### src/rtl/ppu_pkg.sv
// Shared PPU definitions: palette sequencer states, palette address width
// and the NES palette mirroring rule.
package ppu_pkg;

   localparam int PAL_ADDR_W = 5;

   typedef enum logic [1:0] {
      IDLE = 2'd0,
      PEND = 2'd1,
      DONE = 2'd2
   } pal_state_t;

   // Backdrop entries $10/$14/$18/$1C alias onto $00/$04/$08/$0C.
   function automatic logic [PAL_ADDR_W-1:0] pal_mirror(input logic [PAL_ADDR_W-1:0] addr);
      logic [PAL_ADDR_W-1:0] m;
      m = addr;
      if (addr[4] && (addr[1:0] == 2'b00))
         m[4] = 1'b0;
      return m;
   endfunction

endpackage

### src/rtl/pal_ctrl.sv
// Palette RAM sequencer: shares the single RAM port between renderer lookups
// and CPU PPUDATA accesses, with bounded CPU starvation and greyscale output.
module pal_ctrl
   import ppu_pkg::*;
#(
   parameter int STARVE_MAX = 8,
   parameter int ADDR_W     = PAL_ADDR_W
) (
   input  logic              clk,
   input  logic              rst_n,
   input  logic              clk_en,
   input  logic              greyscale,
   input  logic              rnd_req,
   input  logic [ADDR_W-1:0] rnd_addr,
   output logic [5:0]        rnd_data,
   output logic              rnd_valid,
   input  logic              cpu_req,
   input  logic              cpu_we,
   input  logic [ADDR_W-1:0] cpu_addr,
   input  logic [7:0]        cpu_wdata,
   output logic              cpu_ack,
   output logic [7:0]        cpu_rdata,
   output logic [ADDR_W-1:0] pal_addr,
   output logic              pal_we,
   output logic [7:0]        pal_wdata,
   input  logic [7:0]        pal_rdata
);

   localparam int SW = (STARVE_MAX > 1) ? $clog2(STARVE_MAX) : 1;
   localparam logic [SW-1:0] STARVE_LAST = SW'(STARVE_MAX - 1);

   pal_state_t        state, state_nxt;
   logic [SW-1:0]     starve;
   logic              buf_we;
   logic [ADDR_W-1:0] buf_addr;
   logic [7:0]        buf_wdata;
   logic              armed;
   logic              starved;
   logic              cpu_sel;
   logic              cpu_go;
   logic              rnd_go;

   function automatic logic [ADDR_W-1:0] mirror(input logic [ADDR_W-1:0] a);
      return ADDR_W'(pal_mirror(PAL_ADDR_W'(a)));
   endfunction

   function automatic logic [5:0] grey(input logic [7:0] d, input logic g);
      return g ? {d[5:4], 4'b0000} : d[5:0];
   endfunction

   assign starved = (starve == STARVE_LAST);

   always_comb begin
      state_nxt = state;
      cpu_sel   = 1'b0;
      cpu_go    = 1'b0;
      rnd_go    = 1'b0;
      case (state)
         IDLE: begin
            rnd_go = clk_en & rnd_req;
            if (cpu_req && !cpu_ack && armed)
               state_nxt = PEND;
         end
         PEND: begin
            // Renderer keeps the port unless it is idle or the CPU has waited too long.
            cpu_sel = !rnd_req || starved;
            cpu_go  = clk_en & cpu_sel;
            rnd_go  = clk_en & !cpu_sel;
            if (cpu_go)
               state_nxt = DONE;
         end
         DONE: begin
            rnd_go = clk_en & rnd_req;
            if (clk_en)
               state_nxt = IDLE;
         end
         default: state_nxt = IDLE;
      endcase
   end

   assign pal_addr  = cpu_sel ? mirror(buf_addr) : (rnd_req ? mirror(rnd_addr) : '0);
   assign pal_we    = cpu_go & buf_we;
   assign pal_wdata = (cpu_sel && buf_we) ? buf_wdata : 8'h00;

   always_ff @(posedge clk or negedge rst_n) begin
      if (!rst_n)
         state <= IDLE;
      else
         state <= state_nxt;
   end

   // Request capture and ack handshake; capture happens on any clk, not only enabled ones.
   always_ff @(posedge clk or negedge rst_n) begin
      if (!rst_n) begin
         buf_we    <= 1'b0;
         buf_addr  <= '0;
         buf_wdata <= 8'h00;
         starve    <= '0;
         armed     <= 1'b1;
         cpu_ack   <= 1'b0;
         cpu_rdata <= 8'h00;
      end else begin
         if (state == IDLE && state_nxt == PEND) begin
            buf_we    <= cpu_we;
            buf_addr  <= cpu_addr;
            buf_wdata <= cpu_wdata;
         end
         if (state == DONE)
            starve <= '0;
         else if (state == PEND && rnd_go)
            starve <= starve + 1'b1;
         if (cpu_go)
            armed <= 1'b0;
         else if (!cpu_req)
            armed <= 1'b1;
         cpu_ack <= cpu_go;
         if (cpu_go && !buf_we)
            cpu_rdata <= {2'b00, pal_rdata[5:0]};
      end
   end

   // Render result stage: valid for one enabled period, data held on drop.
   always_ff @(posedge clk or negedge rst_n) begin
      if (!rst_n) begin
         rnd_valid <= 1'b0;
         rnd_data  <= 6'h00;
      end else if (clk_en) begin
         rnd_valid <= rnd_go;
         if (rnd_go)
            rnd_data <= grey(pal_rdata, greyscale);
      end
   end

endmodule

### config.mk
export PLATFORM = sky130hd
export DESIGN_NAME = pal_ctrl
export DESIGN_NICKNAME = d
export VERILOG_FILES = /design/src/rtl/ppu_pkg.sv /design/src/rtl/pal_ctrl.sv
export SDC_FILE = /design/constraint.sdc
export NUM_CORES = 1
export LEC_CHECK = 0
export ABC_CLOCK_PERIOD_IN_PS = 1900
export BUFFER_PORTS_ARGS = -buffer_cell sky130_fd_sc_hd__buf_2
export CORE_MARGIN = 3
export CORE_UTILIZATION = 43
export DETAILED_ROUTE_END_ITERATION = 8
export PLACE_DENSITY = 0.76
export SYNTH_ARGS = -nofsm -noshare
export SYNTH_HDL_FRONTEND = slang
export SYNTH_SLANG_ARGS = --single-unit
### constraint.sdc
create_clock -name clk -period 1.9 [get_ports clk]
set_input_delay 0.285 -clock clk [delete_from_list [all_inputs] [get_ports clk]]
set_output_delay 0.285 -clock clk [all_outputs]
set_load 0.02 [all_outputs]
# --- Word-level counts from Yosys, hierarchy flattened ---
# Cells that the tools add are included.
# W data, S select, Z words.
op_classes:
  n_addsub: 1
  n_eq_ne: 5
  mux: 17
  n_bitwise: 4
  reduce_logical: 19
ops:
  columns: ["op", "count"]
  rows:
  - ["$mux W5", 2]
  - ["$logic_and A1 B1 Y1", 8]
  - ["$mux W8", 1]
  - ["$logic_not A2 Y1", 3]
  - ["$mux W1", 6]
  - ["$mux W2", 3]
  - ["$mux W3", 2]
  - ["$pmux W2 S3", 1]
  - ["$and A1 B1 Y1", 4]
  - ["$eq A2 B1 Y1 const B", 2]
  - ["$logic_not A1 Y1", 4]
  - ["$mux W4", 1]
  - ["$add A3 B1 Y3 const B", 1]
  - ["$eq A3 B3 Y1 const B", 1]
  - ["$eq A2 B2 Y1 const B", 1]
  - ["$ne A2 B1 Y1 const B", 1]
  - ["$pmux W1 S2", 1]
  - ["$reduce_and A2 Y1", 1]
  - ["$reduce_bool A2 Y1", 1]
  - ["$reduce_or A2 Y1", 1]
  - ["$logic_or A1 B1 Y1", 1]
totals:
  register_bits: 34
  inputBits: 33
  output_inout_bits: 30
  elab_cells: 56

# --- Logic depth before layout (Yosys ltp) ---
# Gate-level depths: netlist of the first run.
logic_depth:
  ltp_word: 8
  depth_mapped: 7
  ltp_nobuf: 5

# --- Least setup slack after synthesis of the first run ---
# Ideal clock, no wire load.
synth_path:
  path_type: "register to output"
  startpoint: "register starve[0]"
  endpoint: "output port pal_addr[0]"
  arrival_time_ns: 1.865
  required_ns: 1.615
  setup_slack_ns: -0.250
  stages_incl_launch_ff: 8
  path_buffers: 2
  path_cell_list: "dfrtp_1 ha_1 ha_1 nand2b_1 buf_2 and2_1 buf_2 o21ai_0"
synth_between:
  elab_chain_len: 4
synth_lines:
  columns: ["element", "line_no", "rtl"]
  rows:
  - ["start: declaration", "pal_ctrl.sv:33", "logic [SW-1:0] starve;"]
  - ["start signal: assignment", "pal_ctrl.sv:111", "starve <= starve + 1'b1;"]
  - ["$eq A3 B3 Y1", "pal_ctrl.sv:51", "assign starved = (starve == STARVE_LAST);"]
  - ["$logic_or A1 B1 Y1", "pal_ctrl.sv:66", "cpu_sel = !rnd_req || starved;"]
  - ["$mux W1", "pal_ctrl.sv:58", "case (state)"]
  - ["$mux W5", "pal_ctrl.sv:81", "assign pal_addr = cpu_sel ? mirror(buf_addr) : (rnd_req ? mirror(rnd_addr) : '0);"]
  - ["end: declaration", "pal_ctrl.sv:23", "output logic [ADDR_W-1:0] pal_addr,"]
# Every way passes these cells.

# --- Worst setup path after layout of the first run ---
layout_path:
  startpoint: "register starve[1]"
  endpoint: "output port pal_wdata[4]"
layout_between:
  elab_chain_len: 5
layout_lines:
  columns: ["element", "line_no", "rtl"]
  rows:
  - ["$eq A3 B3 Y1", "pal_ctrl.sv:51", null]
  - ["$logic_or A1 B1 Y1", "pal_ctrl.sv:66", null]
  - ["$mux W1", "pal_ctrl.sv:58", null]
  - ["$logic_and A1 B1 Y1", "pal_ctrl.sv:83", "assign pal_wdata = (cpu_sel && buf_we) ? buf_wdata : 8'h00;"]
  - ["$mux W8", "pal_ctrl.sv:83", null]
  - ["end: declaration", "pal_ctrl.sv:25", "output logic [7:0] pal_wdata,"]
# Every way passes these cells.

==> run metrics, run 1 <==
reg2reg end=rnd_data[5]; routed wire length=3760 µm; Die X=67.8 µm; post-layout util=between 60% and 70%; synthesized instance count=130; Placed Cells=about 240; P&R area growth vs syn=39.8%; RSZ-0062 raised after global routing=true; Synthesis Warnings=0; flop2flop setup slack=0.12 ns; vias after detailed routing=1235; violated checks=negative setup slack; Worst setup EP type=output port; root buffer selected by CTS=clkbuf_8; final hold vios=0; crit-path max FO=8; core area=3490 µm²; post-synthesis cell area=approximately 1600 µm²; Worst VDD drop=0.000880 V; final setup vio count=14; dpl hpwl=2700 µm; Slew @ Worst Pin=0.728 ns; Simple-Gate Fraction of Synth Area=13.4%; Startpoint Class=flop; Place WS=-0.0744 ns; Mapped Avg Cell Area=12.6 µm²; DR pass1 iterations=4; sequential area share after synthesis=about half; total congestion overflow=0; Worst slew margin=approximately 51%; worst r2r src=starve[1]; overall routing resource usage=about a fifth; Slew Viols, Final=0; H-Tree Depth=2; Remaining DRCs=0; worst hold slack=0.0530 ns; initial antenna violation count=0; fmax=a little under 0.5 GHz; routability congestion estimate=0.723; Finished Layout Cells=between 200 and 250; min-delay worst type=in2async; Setup WS post-layout=-0.171 ns; Final #Nets=about 230; Post-Synth Adder-Cell Area=around 1.5%; post-synthesis register bit count=34; clock-pin slew on the worst setup and hold paths=0.07 ns; total power=about 3200 µW; power per cell area=1400 nW/µm²; Clock Skews=roughly 0.0027 ns; post-synthesis mux area share=20.5%; post-synthesis compound-gate area fraction=6.93%; CTS tree=built; critical path arrival=1.79 ns; layout cell share with drive strength beyond 1=63.1%; IO Count=63; vias in the first global route=1309; kind of critical path=reg2out; Maximum Capacitance Violations=0; Initial Util=47.0%; wire length per cell=15.4 µm; crit path time final=2.07 ns; distinct cell type count after synthesis=31; Placement Rows=21; CTS Buffer Depth=2; combinational family with the most area after synthesis=multiplexers; die area=4600 µm²; Crit path required time=1.62 ns; I/O Buffers=58; leading area contributor after synthesis=dfrtp_1; leakage power=0.00113 µW; clock sinks=34; Die Y=between 60 and 70 µm; layout filler cell count=approximately 270; status=finished, violations left; first-pass GRT wire length=6290 µm; Ant. Diodes=0; post-route ant nets=0; setup bufs post-CTS=0; vias per cell=5.06; R2R depth=5; largest net degree at the start of global routing=35; Skew-Pair Late Insertion Delay=0.28 ns; XOR/XNOR share of the synthesized area=0%; Starting DRT DRC Count=48; area share of the largest cell type after synthesis=50.3%; Num CTS Buffers=5; Final Cycle Share=109%; Area contributors post-synth=dfrtp_1 (50%), mux2_2 (12%), mux2_4 (8.2%), and3_1 (4.2%), o211ai_1 (2.7%)
how the worst max path moves through the flow:
stage,from,endpoint,slack [ns],cells past startpoint
3_5_place_dp,starve[0],pal_wdata[5],-0.07,7
3_3_place_gp,starve[0],pal_wdata[7],-0.03,7
5_1_grt,starve[0],pal_wdata[4],-0.23,7
2_1_floorplan,starve[0],pal_addr[0],0.006,7
4_1_cts,starve[1],pal_wdata[5],-0.21,7
6_report,starve[1],pal_wdata[4],-0.17,7
state kept, by name, indices dropped and copies added (netlist names):
register   count
buf_wdata      8
armed          1
cpu_ack        1
state          2
rnd_data       6
starve         3
rnd_valid      1
cpu_rdata      6
buf_we         1
buf_addr       5
area by class of cell:
cell class	count	area (µm²)	share of cell area, %
Timing Repair Buffer	68	472	20.5
Tap cell	46	57.6	2.51
Multi-Input combinational cell	84	806	35.1
Inverter	4	15.0	0.654
Clock inverter	2	12.5	0.545
Sequential cell	34	852	37.1
Clock buffer	6	82.6	3.59
cells in the mapped netlist (all sizes together):
cell / instances
o21ai: 6
and3: 11
nand2b: 1
a21oi: 1
and2b: 1
mux2i: 1
and4b: 1
dfstp: 1
and2: 1
nand3: 4
o211ai: 6
ha: 2
buf: 8
inv: 4
mux2: 26
nand3b: 1
dfrtp: 33
a31o: 1
nand4b: 1
conb: 1
o311ai: 1
nand2: 10
clkbuf: 1
nor2: 1
a21o: 2
nor2b: 4
power breakdown:
group          switching (µW)  total (µW)  internal, µW
Clock                     261         552           291
Combinational             675        1460           784
Sequential                196        1210          1020
worst max-delay path: stages, from the launching register on:
cell	delay, ns
dfrtp_1	0.42
ha_4	0.18
ha_4	0.15
nand2b_4	0.13
and2_4	0.17
buf_12	0.14
and3_4	0.17
buf_6	0.13
cell usage in the layout (no fill, tap or decap), types with 2 or more instances in the layout:
cell type   n
buf_2      45
dfrtp_1    33
mux2_2     17
buf_6      13
nand2_1    10
mux2_4      9
and3_4      8
buf_4       8
o211ai_1    6
clkbuf_8    6
inv_1       4
nand3_1     4
o21ai_2     4
nor2b_1     4
and3_1      3
o21ai_0     2
ha_4        2
conb_1      2
buf_12      2
per-layer routing:
layer / vias to the layer above / track usage (%) / part of all wire [%]
met5: - / 0 / 0
met4: 0 / 6.45 / 0.66
met3: 4 / 5.42 / 7.4
met2: 44 / 30.7 / 51
met1: 597 / 23.6 / 41
li1: 590 / - / -
through the flow:
| stage | cell area (µm²) | setup TNS, ns |
|---|---|---|
| floorplan | 1680 | 0 |
| global placement | 2050 | -0.176 |
| detailed placement | 2050 | -0.736 |
| CTS | 2290 | -2.57 |
| global route | 2300 | -2.84 |
| finish | 2300 | -2.00 |
logic make-up after synthesis:
| logic type | count (synthesis) |
|---|---|
| and+or+nand+nor | 36 |
| DFF | 34 |
| muxes | 27 |
| AOI/OAI and AO/OA | 17 |
| buffers and inverters | 13 |
| adders and majority gates | 2 |
| other | 1 |
what timing repair did:
item                                    CTS  global route
pin swaps                                 6             1
gates resized for setup                  40             1
hold buffers                              0             0
endpoints found under the setup margin   14            14
(Power assumes the default switching activity.)
==> inputs of run 2 (changes only) <==
- ABC_CLOCK_PERIOD_IN_PS: 1900 -> unset
- CORE_UTILIZATION: 43 -> 52
- CTS_CLUSTER_SIZE: unset -> 12
- PLACE_DENSITY: 0.76 -> 0.86
- clock period: 1.9 -> 2.5 ns (I/O delays scaled with it)
==> run metrics, run 2 (synthesis results as in run 1) <==
DR pass1 iterations=4 (unchanged); IO Count=63 (unchanged); number of flip-flops in the largest register=8 (unchanged); most used routing layer=met2; WP depth=6 (-1); largest registers=buf_wdata (8), cpu_rdata (6), rnd_data (6); routability congestion estimate=0.708 (-2.0%); layout cell share with drive strength beyond 1=52.1% (-11 points); crit-path max FO=14 (+6); vias in the first global route=1266 (-3.3%); I/O Buffers=58 (unchanged); worst r2r src=starve[0]; Worst slew margin=51.8% (+0.35 points); R2R depth=5 (unchanged); vias after detailed routing=1217 (-1.5%); Maximum Capacitance Violations=0 (unchanged); critical path arrival=1.98 ns (+0.19 ns); status=complete, no violations; Worst setup EP type=output port; post-route ant nets=0 (unchanged); GRT met1 Usage=20.0% (-3.6 points); most frequent cells in the layout=buf_2 (58), dfrtp_1 (33), mux2_2 (17), and3_1 (11), nand2_1 (10); Starting DRT DRC Count=25 (-48%); wire length per cell=14.3 µm (-7.3%); Initial Util=57.1% (+10 points); Die Y=62.2 µm (-8.3%); Largest Register=buf_wdata; RSZ-0062 raised after global routing=false; Remaining DRCs=0 (unchanged); fin area=2000 µm² (-13%); vias per cell=5.25 (+3.6%); final setup vio count=0 (-14); overall routing resource usage=18.6% (-0.12 points); Worst VDD drop=0.000606 V (-31%); critical path, cell by cell=ha_1, ha_1, nand2b_1, and2_2, mux2i_1, buf_2; most used cell, CP=ha_1; Num CTS Buffers=5 (unchanged); reg2reg end=rnd_data[3]; power per cell area=1070 nW/µm² (-23%); leakage power=0.00107 µW (-5.3%); GRT met3 Usage=5.95% (+0.53 points); Die X=62.2 µm (-8.3%); CTS Buffer Depth=2 (unchanged); slowest CP cell=dfrtp_1; routed wire length=3320 µm (-12%); die area=3870 µm² (-16%); Post-Route Setup TNS=0 ns (+2.00 ns); Final #Nets=224 (-3.4%); P&R area growth vs syn=22.0%; initial antenna violation count=0 (unchanged); fmax=0.425 GHz; clock sinks=34 (unchanged); most common cell after layout, fill and taps aside=buf_2; Place WS=0.457 ns (+0.532 ns); kind of critical path=reg2out; Placement Rows=19 (-9.5%); clock-pin slew on the worst setup and hold paths=0.10 ns (+0.03 ns); final hold vios=0 (unchanged); grt met2 use=33.7% (+3.0 points); H-Tree Depth=2 (unchanged); family with the most delay on the worst path=adder cells; Startpoint Class=flop; Slew @ Worst Pin=0.723 ns (-0.00522 ns); min-delay worst type=in2async; CTS tree=built; largest net degree at the start of global routing=35 (unchanged); dpl hpwl=2560 µm (-5.0%); first-pass GRT wire length=5650 µm (-10%); Buf/Inv on CP=1 (-1); Ant. Diodes=0 (unchanged); Crit path required time=2.12 ns (+0.50 ns); total congestion overflow=0 (unchanged); CP peak stage delay=0.43 ns (about the same); flop2flop setup slack=0.64 ns (+0.52 ns); Slew Viols, Final=0 (unchanged); root buffer selected by CTS=clkbuf_4; Final Cycle Share=a little over nine tenths; core area=2880 µm² (-18%); worst hold slack=0.0922 ns (+0.0392 ns); layout filler cell count=213 (-21%); placed cell areas=1930 µm² (-5.7%); crit path time final=2.36 ns; Setup WS post-layout=0.145 ns (+0.315 ns); Clock Skews=0.00543 ns (+0.00271 ns); Skew-Pair Late Insertion Delay=0.33 ns (+0.05 ns)
run 2: cell count changes in the layout (fill, tap and decap cells not counted), moves of 5 or more:
cell      before  now
and3_1         3   11
and3_4         8    0
buf_2         45   58
buf_4          8    2
buf_6         13    0
clkbuf_4       0    5
clkbuf_8       6    0
run 2: how the worst max path moves through the flow:
stage | from | end | slack (ns)
global placement | starve[0] | pal_we | 0.54
detailed placement | starve[1] | pal_addr[4] | 0.46
finish | starve[0] | pal_addr[4] | 0.14
floorplan | starve[0] | pal_addr[0] | 0.26
global route | starve[0] | pal_addr[3] | 0.03
CTS | starve[1] | pal_addr[4] | 0.07
run 2: where the power goes:
| part | internal, µW | leakage, µW | switching, µW |
|---|---|---|---|
| clock | 212 | 0.0000395 | 171 |
| combinational | 422 | 0.000616 | 425 |
| sequential | 773 | 0.000414 | 152 |
| total | 1410 | 0.00107 | 748 |
run 2: area by class of cell:
| class | instances | area, µm² | area share (%) |
|---|---|---|---|
| inverters | 4 | 15.0 | 0.749 |
| well taps | 42 | 52.6 | 2.62 |
| multi-input cells | 84 | 704 | 35.1 |
| clock buffers | 7 | 45.0 | 2.25 |
| flip-flops and latches | 34 | 852 | 42.5 |
| repair buffers | 60 | 305 | 15.2 |
| clock inverters | 1 | 30.0 | 1.50 |
run 2: through the flow:
| stage | std cells | utilization, % | power, µW |
|---|---|---|---|
| 3_5_place_dp | 224 | 67.0 | 1790 |
| 6_report | 232 | 69.7 | 2150 |
| 4_1_cts | 232 | 69.6 | 2170 |
| 3_3_place_gp | 224 | 67.0 | 1740 |
| 5_1_grt | 232 | 69.7 | 2280 |
| 2_1_floorplan | 131 | - | 1570 |
run 2: routing by layer:
metal,up-vias,wire length (µm)
li1,579,-
met5,-,0
met2,33,1780
met1,597,1300
met4,0,58
met3,8,172
run 2: timing repair:
item,CTS,global route
gates resized for setup,0,1
setup endpoints to repair,0,14
setup buffers,0,0
hold buffers,0,0
==> inputs of run 3 (changes only) <==
- clock period: 2.5 -> 3 ns (I/O delays scaled with it)
==> run metrics, run 3 (synthesis results as in run 1) <==
number of flip-flops in the largest register=8 (unchanged); net switching power figure=625 µW (-16%); clock-pin slew on the worst setup and hold paths=0.10 ns (about the same); Final #Nets=222 (-0.89%); Slew Viols, Final=0 (unchanged); first-pass GRT wire length=5850 µm (+3.5%); Post-Route Setup TNS=0 ns (unchanged); die area=3870 µm² (unchanged); Initial Util=57.1% (unchanged); total congestion overflow=0 (unchanged); wire length per cell=14.5 µm (+1.8%); Largest Register=buf_wdata; reg2reg end=buf_wdata[1]; Worst VDD drop=0.000542 V (-11%); Remaining DRCs=0 (unchanged); Startpoint Class=flop; sequential share of power=44.7% (+1.8 points); Die Y=62.2 µm (unchanged); root buffer selected by CTS=clkbuf_4; Finished Layout Cells=230 (-0.86%); slowest CP cell=and2_1; Clock power frac=15.0% (-2.8 points); R2R depth=3 (-2); P&R area growth vs syn=20.1%; clock sinks=34 (unchanged); most common cell after layout, fill and taps aside=buf_2; vias per cell=5.15 (-1.9%); leakage power=0.00105 µW (-1.4%); Clock Skews=0.00592 ns (+0.000486 ns); Maximum Capacitance Violations=0 (unchanged); Worst slew margin=44.3% (-7.5 points); Skew-Pair Late Insertion Delay=0.33 ns (about the same); power per cell area=876 nW/µm² (-18%); kind of critical path=reg2out; H-Tree Depth=2 (unchanged); RSZ-0062 raised after global routing=false; post-cts resize count=0 (unchanged); Worst setup EP type=output port; crit-path max FO=14 (unchanged); Placement Rows=19 (unchanged); I/O Buffers=58 (unchanged); IO Count=63 (unchanged); critical path, cell by cell=ha_1, ha_1, nand2b_1, and2_1, mux2i_1, buf_2; vias in the first global route=1295 (+2.3%); Num CTS Buffers=5 (unchanged); status=complete, no violations; Buf/Inv on CP=1 (unchanged); worst r2r src=state[0]; vias after detailed routing=1184 (-2.7%); Die X=62.2 µm (unchanged); CTS Buffer Depth=2 (unchanged); switching power share of the total=36.2% (+1.5 points); dpl hpwl=2600 µm (+1.3%); largest registers=buf_wdata (8), cpu_rdata (6), rnd_data (6); flop2flop setup slack=1.03 ns (+0.39 ns); final hold vios=0 (unchanged); DR pass1 iterations=4 (unchanged); initial antenna violation count=0 (unchanged); Crit path required time=2.55 ns (+0.43 ns); Setup WS post-layout=0.239 ns (+0.0947 ns); critical path arrival=2.31 ns (+0.33 ns); crit path time final=2.76 ns; most used cell, CP=ha_1; Final Cycle Share=92.0%; total power=1730 µW (-20%); routability congestion estimate=0.705 (-0.44%); Ant. Diodes=0 (unchanged); post-route ant nets=0 (unchanged); Starting DRT DRC Count=28 (+12%); layout cell share with drive strength beyond 1=51.6% (-0.51 points); routed wire length=3350 µm (+0.90%); Place WS=0.642 ns (+0.185 ns); overall routing resource usage=19.1% (+0.56 points); Slew @ Worst Pin=0.835 ns (+0.111 ns); Int Pwr=1100 µW (-22%); family with the most delay on the worst path=simple AND/OR/NAND/NOR gates; Placed Cells=222 (-0.89%); core area=2880 µm² (unchanged); largest net degree at the start of global routing=35 (unchanged); CP peak stage delay=0.43 ns (about the same); min-delay worst type=in2async; CTS tree=built; Comb power frac=40.2% (+0.9 points); Hold Buf Count CTS=0 (unchanged); setup bufs post-CTS=0 (unchanged); most frequent cells in the layout=buf_2 (58), dfrtp_1 (33), mux2_2 (17), and3_1 (11), nand2_1 (10); fmax=around 0.36 GHz; final setup vio count=0 (unchanged)
run 3: changes by cell type in the layout (fill, tap and decap cells not counted), sizes merged:
cell | before | now
buf | 60 | 58
bufinv | 1 | 0
clkinv | 0 | 1
run 3: worst max path at each step:
| stage | startpoint | end | slack [ns] | depth (start not counted) |
|---|---|---|---|---|
| 3_3_place_gp | starve[0] | pal_we | 0.74 | 6 |
| 2_1_floorplan | starve[0] | pal_addr[0] | 0.68 | 7 |
| 5_1_grt | starve[0] | pal_addr[4] | 0.06 | 6 |
| 6_report | starve[0] | pal_addr[4] | 0.24 | 6 |
| 4_1_cts | starve[0] | pal_addr[4] | 0.26 | 6 |
| 3_5_place_dp | starve[0] | pal_addr[4] | 0.64 | 6 |
run 3: final cells by class:
cell class,instances,area (µm²)
timing repair buffer,58,290
tap,42,52.6
sequential,34,852
clock inverter,1,5.00
clock buffer,7,55.1
multi-input combinational,84,703
inverter,4,15.0
fill,221,903
run 3: through the flow:
step	cell area [µm²]	utilization [%]	hold slack [ns]
6_report	1970	68.6	0.170
5_1_grt	1970	68.6	0.221
4_1_cts	1970	68.6	0.184
3_5_place_dp	1910	66.5	0.455
3_3_place_gp	1910	66.5	0.450
2_1_floorplan	1650	-	0.154
run 3: worst reg2reg max path, cell delays in order (launching register included):
cell	delay, ns
dfrtp_1	0.46
nor2_2	0.20
and4b_1	0.77
mux2_2	0.43
run 3: power groups by stage:
stage               sequential (µW)  clock, µW  combinational (µW)
floorplan                       813          0                 499
global placement                764          0                 681
detailed placement              778          0                 709
CTS                             772        267                 707
global route                    800        288                 756
finish                          773        260                 695
run 3: layer usage:
| metal | vias up | share of wire [%] | global-route usage, % |
|---|---|---|---|
| li1 | 570 | - | - |
| met1 | 580 | 40 | 20.8 |
| met2 | 29 | 54 | 35.2 |
| met5 | - | 0 | 0 |
| met4 | 0 | 1.4 | 6.35 |
| met3 | 5 | 4.6 | 5.95 |
